===== src/rtl/scmp_bus_seq.sv =====
// External bus sequencer: arbitrates for the daisy-chained bus, then runs one
// address/strobe cycle with programmable wait states and hold extension.
module scmp_bus_seq #(
    parameter int AW   = 16,
    parameter int DW   = 8,
    parameter int FW   = 4,
    parameter int WMAX = 7,
    localparam int AB  = AW - (DW - FW),
    localparam int CW  = $clog2(WMAX + 1)
) (
    input  logic          clk,
    input  logic          rst_n,
    input  logic          req_i,
    input  logic          req_we_i,
    input  logic [AW-1:0] req_addr_i,
    input  logic [DW-1:0] req_wdata_i,
    input  logic [FW-1:0] req_flags_i,
    input  logic [CW-1:0] wait_cfg_i,
    output logic          ack_o,
    output logic [DW-1:0] rdata_o,
    output logic          busy_o,
    output logic [AB-1:0] addr_o,
    input  logic [DW-1:0] D_i,
    output logic [DW-1:0] D_o,
    output logic          D_oe,
    output logic          ADS_n,
    output logic          RD_n,
    output logic          WR_n,
    input  logic          hold_i,
    output logic          breq_o,
    input  logic          enin_i,
    output logic          enout_o
);

    typedef enum logic [2:0] {
        S_IDLE,
        S_ARB,
        S_ADDR,
        S_STRB,
        S_DONE
    } state_t;

    state_t        state, state_nx;
    logic          we_q;
    logic [AW-1:0] addr_q;
    logic [DW-1:0] wdata_q;
    logic [FW-1:0] flags_q;
    logic [CW-1:0] wait_q;
    logic [CW-1:0] cnt_q;
    logic [DW-1:0] rdata_q;
    logic [CW-1:0] wait_clamped;
    logic          strb_last;

    // Compare in int width so the clamp stays meaningful when WMAX+1 is not a power of two.
    assign wait_clamped = (int'(wait_cfg_i) > WMAX) ? CW'(WMAX) : wait_cfg_i;
    // hold_i only matters once the wait counter has run out.
    assign strb_last    = (state == S_STRB) && (cnt_q == '0) && !hold_i;

    always_ff @(posedge clk or negedge rst_n) begin
        if (!rst_n) begin
            state <= S_IDLE;
        end else begin
            state <= state_nx;
        end
    end

    always_comb begin
        state_nx = state;
        case (state)
            S_IDLE:  if (req_i)     state_nx = S_ARB;
            S_ARB:   if (enin_i)    state_nx = S_ADDR;
            S_ADDR:                 state_nx = S_STRB;
            S_STRB:  if (strb_last) state_nx = S_DONE;
            S_DONE:                 state_nx = S_IDLE;
            default:                state_nx = S_IDLE;
        endcase
    end

    always_ff @(posedge clk or negedge rst_n) begin
        if (!rst_n) begin
            we_q    <= 1'b0;
            addr_q  <= '0;
            wdata_q <= '0;
            flags_q <= '0;
            wait_q  <= '0;
            cnt_q   <= '0;
            rdata_q <= '0;
        end else begin
            if (state == S_IDLE && req_i) begin
                we_q    <= req_we_i;
                addr_q  <= req_addr_i;
                wdata_q <= req_wdata_i;
                flags_q <= req_flags_i;
                wait_q  <= wait_clamped;
            end
            if (state == S_ADDR) begin
                cnt_q <= wait_q;
            end else if (state == S_STRB && cnt_q != '0) begin
                cnt_q <= cnt_q - CW'(1);
            end
            if (strb_last && !we_q) begin
                rdata_q <= D_i;
            end
        end
    end

    always_comb begin
        ADS_n  = 1'b1;
        RD_n   = 1'b1;
        WR_n   = 1'b1;
        D_oe   = 1'b0;
        D_o    = '0;
        breq_o = 1'b0;
        ack_o  = 1'b0;
        case (state)
            S_ARB: begin
                breq_o = 1'b1;
            end
            S_ADDR: begin
                breq_o = 1'b1;
                ADS_n  = 1'b0;
                D_oe   = 1'b1;
                D_o    = {flags_q, addr_q[AW-1:AB]};
            end
            S_STRB: begin
                breq_o = 1'b1;
                if (we_q) begin
                    WR_n = 1'b0;
                    D_oe = 1'b1;
                    D_o  = wdata_q;
                end else begin
                    RD_n = 1'b0;
                end
            end
            S_DONE: begin
                ack_o = 1'b1;
            end
            default: ;
        endcase
    end

    assign busy_o  = (state != S_IDLE);
    assign enout_o = enin_i & ~breq_o;
    assign addr_o  = addr_q[AB-1:0];
    assign rdata_o = rdata_q;

endmodule


===== config.mk =====
export PLATFORM = sky130hd
export DESIGN_NAME = scmp_bus_seq
export DESIGN_NICKNAME = d
export VERILOG_FILES = /design/src/rtl/scmp_bus_seq.sv
export SDC_FILE = /design/constraint.sdc
export NUM_CORES = 1
export LEC_CHECK = 0
export CORE_UTILIZATION = 35
export DETAILED_ROUTE_END_ITERATION = 12
export DONT_BUFFER_PORTS = 1
export PLACE_DENSITY = 0.49
export SYNTH_ARGS = -nofsm -noshare
export SYNTH_HDL_FRONTEND = slang
export SYNTH_SLANG_ARGS = --single-unit

===== constraint.sdc =====
create_clock -name clk -period 1.79 [get_ports clk]
set_input_delay 0.358 -clock clk [delete_from_list [all_inputs] [get_ports clk]]
set_output_delay 0.358 -clock clk [all_outputs]
set_load 0.005 [all_outputs]

==> impl_metrics.csv, run 1 <==
group,metric,value,unit
synthesis,synth_seq_cells,46,
routing,wl,4210,um
synthesis,yosysTopAreaCellShare,52.93,%
floorplanning,die_height,80.83,um
synthesis,syn_area,2175,sq um
cells_and_area,layoutNonFillerInstCount,248,
clocking,cts_tree,"done",
synthesis,syn-num-nets,226,
global_route,busiest_layer,"met2",
global_route,grt_max_degree,47,
place,gp_congestion,0.6929,
sta,whs,0.1907,ns
cells_and_area,area_growth,7.653,%
global_route,antenna_found_initial,0,
place,dp.cells,237,
sta,finClkSkew,0.004355,ns
routing,drc,0,
global_route,met1_usage,15.53,%
routing,dr.pass1.iters,4,
clocking,htree_levels,2,
routing,drt_iter0_drc,82,
routing,post_drt_wl_per_cell,16.98,um
sta,hold_viol,0,
clocking,root_buffer,"clkbuf_8",
synthesis,yosys.area.top_type,"dfrtp_1",
run,maxCapViolCount,0,
setup_path,path_class,"reg -> out",
global_route,use_met2,23.11,%
global_route,grt-ovfl-total,0,
sta,fin_crit_sh,97.30,%
cells_and_area,layout_common_cells,"dfrtp_1, mux2_2, nor2b_1, nor2_1, a21oi_1",
run_status,status,"completed",
cells_and_area,drive_gt1_share,32.95,%
routing,vias_per_cell,5.032,
sta,rsz0062_at_grt,"true",
clocking,cts_sinks,46,
global_route,met3_usage,5.393,%
setup_path,cp.arrival,1.38,ns
synthesis,ys_seq_area_share,52.93,%
cells_and_area,fin_nets,220,
setup_path,crit_path_start_kind,"flip-flop",
synthesis,ys.warnings.count,0,
sta,finalMaxSlewViolations,0,
power_and_ir_drop,ir_worst_vdd,651.5,uV
power_and_ir_drop,power_leakage,0.0009811,uW
floorplanning,die_w,80.83,um
global_route,grt_usage,13.64,%
sta,setup_viol,0,
place,dp_hpwl,3095,um
global_route,grt_pass1_vias,1387,
synthesis,avgSynthCellArea,12.15,sq um
floorplanning,die_area,6533,sq um
clocking,clk_latency,0.29,ns
clocking,cts.reportedPaths.clkPinSlew,0.08,ns
cells_and_area,antenna_cells,0,
sta,period_minus_slack,1.742,ns
sta,clock.fmax,574.2,MHz
worst_hold_path,hold_class,"in -> reg",
floorplanning,num_rows,28,
synthesis,synth_cell_type_count,30,
sta,tightestPinTransition,0.3853,ns
floorplanning,io_pins,81,
setup_path,cp_max_fo,15,
sta,relSlewSlack,74.26,%
synthesis,synth.top_cells.by_area,"dfrtp_1, mux2_2, buf_4",
floorplanning,core_area,5956,sq um
cells_and_area,final_common_cell,"dfrtp_1",
floorplanning,initial_core_util,36.51,%
routing,vias,1248,
clocking,clockBufferDepth,2,
setup_path,end_kind,"primary output",
routing,drtAntennaViolNets,0,
setup_path,critPathRequiredTime,1.43,ns
clocking,cts_made_buffers,5,
global_route,grt_pass1_wl,6603,um
place,portBuffers,0,
synthesis,syn-instance-count,179,
power_and_ir_drop,power_density,1694,nW/um^2
## state kept, by name, summed over array words and instances, names as in the netlist
register / flops
state: 3
wdata_q: 8
flags_q: 4
wait_q: 3
rdata_o: 8
addr_q: 16
we_q: 1
cnt_q: 3
## layout make-up
class,instances,area [sq um]
fillers,580,3615
flip-flops and latches,46,1154
multi-input cells,108,888.4
repair buffers,9,115.1
well taps,75,93.84
clock buffers,5,68.82
inverters,3,11.26
clock inverters,2,10.01
## synth_stat cells (all sizes together)
| library cell | instances |
|---|---|
| nor3 | 4 |
| a31oi | 1 |
| or3 | 1 |
| dfrtp | 46 |
| buf | 18 |
| and2 | 2 |
| ha | 2 |
| o22a | 1 |
| clkbuf | 4 |
| a21o | 1 |
| nor2b | 13 |
| inv | 3 |
| nand2 | 6 |
| o22ai | 1 |
| nor2 | 13 |
| nor4bb | 1 |
| mux2 | 39 |
| nand3b | 1 |
| o211ai | 1 |
| a21oi | 11 |
| o21ai | 2 |
| nand2b | 6 |
| nand4bb | 1 |
| nor4b | 1 |
## worst max-delay path, cell delays in order (launching register included)
cell	delay, ns
dfrtp_2	0.47
nand2b_1	0.21
buf_4	0.23
nor2_1	0.19
## kinds of logic after synthesis
family          count (synthesis)  share of synthesized area [%]
flops                          46                          52.93
compound gates                 18                          4.661
fa+ha+maj                       2                          1.151
mux                            39                          20.20
simple gates                   49                          13.46
buf+inv                        25                          7.595
## layer usage
metal,routed length (um),vias to the layer above
met1,1740,622
met3,380,4
li1,-,574
met2,2049,48
met5,0,-
met4,40,0
## through the flow
stage / cell area (sq um) / setup slack, ns / total power, uW / utilization [%] / TNS, ns
after floorplan: 2175 / 0.1704 / 3150 / - / 0
after global placement: 2165 / 0.04980 / 3249 / 36.34 / 0
after detailed placement: 2165 / -0.06879 / 3333 / 36.34 / -0.3906
after CTS: 2303 / 0.005853 / 3969 / 38.68 / 0
after global routing: 2341 / -0.04065 / 4296 / 39.31 / -0.1412
final: 2341 / 0.04832 / 3966 / 39.31 / 0
## repair_timing
action / 4_1_cts / 5_1_grt
gates resized for setup: 2 / 4
hold buffers: 2 / 0
pin swaps: 1 / 0
buffers inserted: 1 / 1
hold endpoints to repair: 46 / 0
endpoints found under the setup margin: 16 / 18
## power breakdown
group	leakage [uW]	internal (uW)	total, uW	switching (uW)
Clock	0.0000438	262	575	313
Sequential	0.000553	1550	1910	361
Combinational	0.000384	785	1480	698
## final timing paths
kind	slack, ns	end	cells past startpoint	startpoint
worst max-delay path	0.05	D_o[2]	3	state[2]
worst max register to register	0.13	rdata_o[3]	6	cnt_q[0]
worst min register to register	0.50	flags_q[1]	1	flags_q[1]
min in group asynchronous	0.58	addr_q[2]	2	rst_n
max in group asynchronous	1.00	state[2]	2	rst_n
worst min-delay path	0.19	wait_q[2]	2	wait_cfg_i[2]
Note: power is estimated with default switching activity, not from simulation.
==> run 2: changes to the inputs <==
Settings changed: CORE_UTILIZATION 35 to 47, CTS_CLUSTER_DIAMETER set to 150, PLACE_DENSITY 0.49 to 0.62.
==> impl_metrics.csv, run 2 (synthesized netlist as in run 1, its figures left out) <==
group,metric,value,unit
place,dp.cells,216,
sta,setup_ws,0.09211,ns
routing,vias_per_cell,5.644,
place,portBuffers,0,
setup_path,r2r_slack,0.11,ns
setup_path,cp_slowest_cell,"dfrtp_2",
power_and_ir_drop,power_density,1712,nW/um^2
floorplanning,die_height,70.02,um
place,dp_slack,0.08741,ns
clocking,cts.reportedPaths.clkPinSlew,0.08,ns
setup_path,max_stage_delay,0.47,ns
sta,tightestPinTransition,0.3259,ns
floorplanning,io_pins,81,
clocking,cts_sinks,46,
cells_and_area,regMostFlops,"addr_q",
cells_and_area,layout_common_cells,"dfrtp_1, mux2_2, nor2b_1",
sta,finalSetupTns,0,ns
sta,rsz0062_at_grt,"false",
clocking,clk_latency,0.29,ns
setup_path,timing.rr.end,"rdata_o[7]",
sta,relSlewSlack,78.23,%
cells_and_area,fill_cells,393,
clocking,clockBufferDepth,2,
cells_and_area,final_common_cell,"dfrtp_1",
routing,drc,0,
floorplanning,die_area,4903,sq um
cells_and_area,largest_reg_flops,16,
clocking,root_buffer,"clkbuf_8",
sta,finalMaxSlewViolations,0,
sta,clock.fmax,589.0,MHz
routing,dr.pass1.iters,4,
setup_path,reg2reg_depth,6,
global_route,grt_max_degree,47,
sta,period_minus_slack,1.698,ns
setup_path,crit_cells,3,
setup_path,critical_path_buf_inv_count,1,
routing,top_layer_used,"met4",
floorplanning,core_area,4414,sq um
setup_path,cp_max_fo,15,
sta,setup_viol,0,
setup_path,crit_path_start_kind,"flip-flop",
global_route,antenna_found_initial,0,
global_route,grt_pass1_wl,6610,um
routing,dr_wl_met2,2068,um
clocking,cts_tree,"done",
run_status,status,"completed",
routing,drt_iter0_drc,41,
routing,wl_met1,1655,um
power_and_ir_drop,ir_worst_vdd,708.3,uV
sta,hold_viol,0,
routing,wl,4038,um
sta,fin_crit_sh,94.85,%
worst_hold_path,hold_class,"in -> reg",
clocking,htree_levels,2,
power_and_ir_drop,power_leakage,0.0009738,uW
routing,post_drt_wl_per_cell,17.95,um
global_route,grt_pass1_vias,1433,
cells_and_area,antenna_cells,0,
setup_path,path_class,"reg -> out",
cells_and_area,drive_gt1_share,34.10,%
cells_and_area,layoutNonFillerInstCount,225,
sta,finClkSkew,0.004809,ns
place,gp_congestion,0.7401,
power_and_ir_drop,power,3939,uW
setup_path,rr_startpoint,"cnt_q[0]",
run,maxCapViolCount,0,
floorplanning,initial_core_util,49.26,%
clocking,cts_setup_buffers,0,
routing,vias,1270,
setup_path,end_kind,"primary output",
global_route,grt-ovfl-total,0,
routing,drtAntennaViolNets,0,
cells_and_area,area_growth,5.811,%
floorplanning,die_w,70.02,um
setup_path,cp.arrival,1.34,ns
routing,wl_met3,235,um
setup_path,crit_start,"state[2]",
cells_and_area,final_util,52.13,%
setup_path,path_cells,"nand2b_1, buf_6, nor2_1",
setup_path,crit_path_end,"D_o[5]",
global_route,grt_usage,17.47,%
cells_and_area,fin_nets,220,
clocking,cts_made_buffers,5,
floorplanning,num_rows,24,
setup_path,critPathRequiredTime,1.43,ns
setup_path,crit_family,"flip-flops",
place,dp_hpwl,2883,um
## run 2: per-layer routing
layer | up-vias | global-route usage (%)
li1 | 579 | -
met1 | 637 | 20.02
met2 | 47 | 29.91
met3 | 7 | 4.762
met4 | 0 | 8.667
met5 | - | 0
## run 2: area by class of cell
class	count	area [sq um]	area share [%]
multi-input combinational	108	887.1	38.55
inverter	3	11.26	0.4894
timing repair buffer	9	106.4	4.622
tap	52	65.06	2.828
clock buffer	7	76.32	3.317
sequential	46	1155	50.19
## run 2: how the worst min path moves through the flow
stage / start / endpoint / depth (start not counted)
floorplan: rst_n / addr_q[0] / 0
global placement: rst_n / wait_q[2] / 0
detailed placement: rst_n / wait_q[2] / 0
CTS: wait_cfg_i[2] / wait_q[2] / 2
global route: wait_cfg_i[2] / wait_q[2] / 2
finish: wait_cfg_i[2] / wait_q[2] / 2
## run 2: stage by stage
| stage | area (sq um) | hold WS [ns] |
|---|---|---|
| floorplan | 2175 | 0.06241 |
| global placement | 2151 | 0.06375 |
| detailed placement | 2151 | 0.06377 |
| CTS | 2267 | 0.1737 |
| global route | 2301 | 0.1891 |
| finish | 2301 | 0.1859 |
## run 2: timing repair
item                                   CTS  global route
hold buffers                             2             0
setup endpoints to repair                8            17
pin swaps                                0             1
endpoints found under the hold margin   46             0
resized for setup                        2             9
## run 2: power by group
part           internal, uW  switching, uW
combinational           768            677
sequential             1550            375
clock                   269            301
==> run 3: changes to the inputs <==
Settings changed: CELL_PAD_IN_SITES_DETAIL_PLACEMENT set to 0, CELL_PAD_IN_SITES_GLOBAL_PLACEMENT set to 1, PLACE_DENSITY 0.62 to 0.77.
==> impl_metrics.csv, run 3 (synthesized netlist as in run 1, its figures left out) <==
group,metric,value,unit
clocking,root_buffer,"clkbuf_8",
clocking,clockBufferDepth,2,
setup_path,end_kind,"primary output",
sta,finClkSkew,0.003056,ns
sta,clock.fmax,580.1,MHz
floorplanning,initial_core_util,49.26,%
setup_path,critPathRequiredTime,1.43,ns
routing,drt_iter0_drc,93,
cells_and_area,layout_common_cells,"dfrtp_1, mux2_2, nor2b_1",
cells_and_area,regArea,1155,sq um
setup_path,cp.arrival,1.37,ns
place,dp_hpwl,3047,um
cells_and_area,largest_reg_flops,16,
global_route,grt_pass1_wl,6734,um
routing,wl,4085,um
cells_and_area,multi_input_area,880.8,sq um
routing,drc,0,
sta,tightestPinTransition,0.3526,ns
power_and_ir_drop,power,3956,uW
sta,setup_ws,0.06603,ns
floorplanning,num_rows,24,
clocking,cts.reportedPaths.clkPinSlew,0.08,ns
clocking,cts_tree,"done",
clocking,cts_sinks,46,
sta,rsz0062_at_grt,"true",
setup_path,path_class,"reg -> out",
cells_and_area,final_common_cell,"dfrtp_1",
power_and_ir_drop,power_leakage,0.0009692,uW
sta,finalMaxSlewViolations,0,
floorplanning,die_height,70.02,um
sta,setup_viol,0,
cells_and_area,fin_nets,220,
cells_and_area,area_growth,5.524,%
routing,post_drt_wl_per_cell,18.16,um
floorplanning,die_w,70.02,um
floorplanning,io_pins,81,
routing,vias_per_cell,5.609,
cells_and_area,final_util,51.98,%
power_and_ir_drop,power_density,1724,nW/um^2
floorplanning,die_area,4903,sq um
worst_hold_path,hold_class,"in -> reg",
sta,relSlewSlack,76.44,%
global_route,grt_pass1_vias,1336,
place,portBuffers,0,
floorplanning,core_area,4414,sq um
power_and_ir_drop,ir_worst_vdd,726.7,uV
global_route,antenna_found_initial,0,
routing,dr.pass1.iters,4,
cells_and_area,antenna_cells,0,
routing,vias,1262,
run,maxCapViolCount,0,
routing,drtAntennaViolNets,0,
sta,period_minus_slack,1.724,ns
sta,hold_viol,0,
cells_and_area,fill_cells,375,
cells_and_area,drive_gt1_share,33.53,%
global_route,grt_usage,18.01,%
place,dp_slack,-0.03465,ns
place,gp_congestion,0.7861,
clocking,cts_made_buffers,5,
setup_path,cp_max_fo,15,
sta,fin_crit_sh,96.31,%
cells_and_area,regMostFlops,"addr_q",
global_route,met3_usage,5.483,%
global_route,met1_usage,21.13,%
place,dp.cells,213,
global_route,grt-ovfl-total,0,
cells_and_area,layoutNonFillerInstCount,225,
global_route,grt_max_degree,47,
clocking,htree_levels,2,
setup_path,crit_path_start_kind,"flip-flop",
global_route,busiest_layer,"met2",
clocking,clk_latency,0.29,ns
run_status,status,"completed",
global_route,use_met2,30.88,%
## run 3: final timing paths
check	cells after the start	from	slack, ns	endpoint
max reg2reg	6	cnt_q[0]	0.13	rdata_o[3]
min reg2reg	1	cnt_q[1]	0.50	cnt_q[1]
max in group asynchronous	2	rst_n	1.01	state[1]
min	2	wait_cfg_i[2]	0.18	wait_q[2]
max	3	state[2]	0.07	D_o[2]
min in group asynchronous	2	rst_n	0.56	addr_q[11]
## run 3: cell type report
type                            count  share of cell area (%)
Sequential cell                    46                   50.33
Multi-Input combinational cell    108                   38.39
Timing Repair Buffer                9                   4.471
Clock buffer                        6                   3.162
Tap cell                           52                   2.835
Inverter                            3                  0.4907
Clock inverter                      1                  0.3272
## run 3: repair_timing
| item | 4_1_cts | 5_1_grt |
|---|---|---|
| resized for setup | 2 | 5 |
| buffers inserted | 1 | 2 |
| hold buffers | 2 | 0 |
| endpoints found under the setup margin | 16 | 18 |
| endpoints found under the hold margin | 46 | 0 |
| pin swaps | 1 | 1 |
## run 3: critical path: stages, from the launching register on
cell and delay (ns):
dfrtp_2 0.46, nand2b_1 0.21, buf_4 0.22, nor2_1 0.19
## run 3: report_power, final
| part | leakage [uW] | internal (uW) | switching [uW] | total, uW |
|---|---|---|---|---|
| combinational | 0.000380 | 755 | 685 | 1440 |
| sequential | 0.000552 | 1550 | 372 | 1920 |
| clock | 0.0000373 | 268 | 327 | 595 |
| total | 0.000969 | 2570 | 1380 | 3960 |
## run 3: per-layer routing
metal	vias to the layer above	routed length, um
met3	6	203
met2	39	2257
li1	579	-
met4	0	56
met5	-	0
met1	638	1567
## run 3: metrics by stage
step                hold WS (ns)  area, sq um  setup TNS (ns)
finish                    0.1803         2295               0
global route              0.1800         2295        -0.06346
CTS                       0.1746         2256               0
detailed placement       0.06338         2116         -0.1902
global placement         0.06336         2116               0
floorplan                0.06241         2175               0
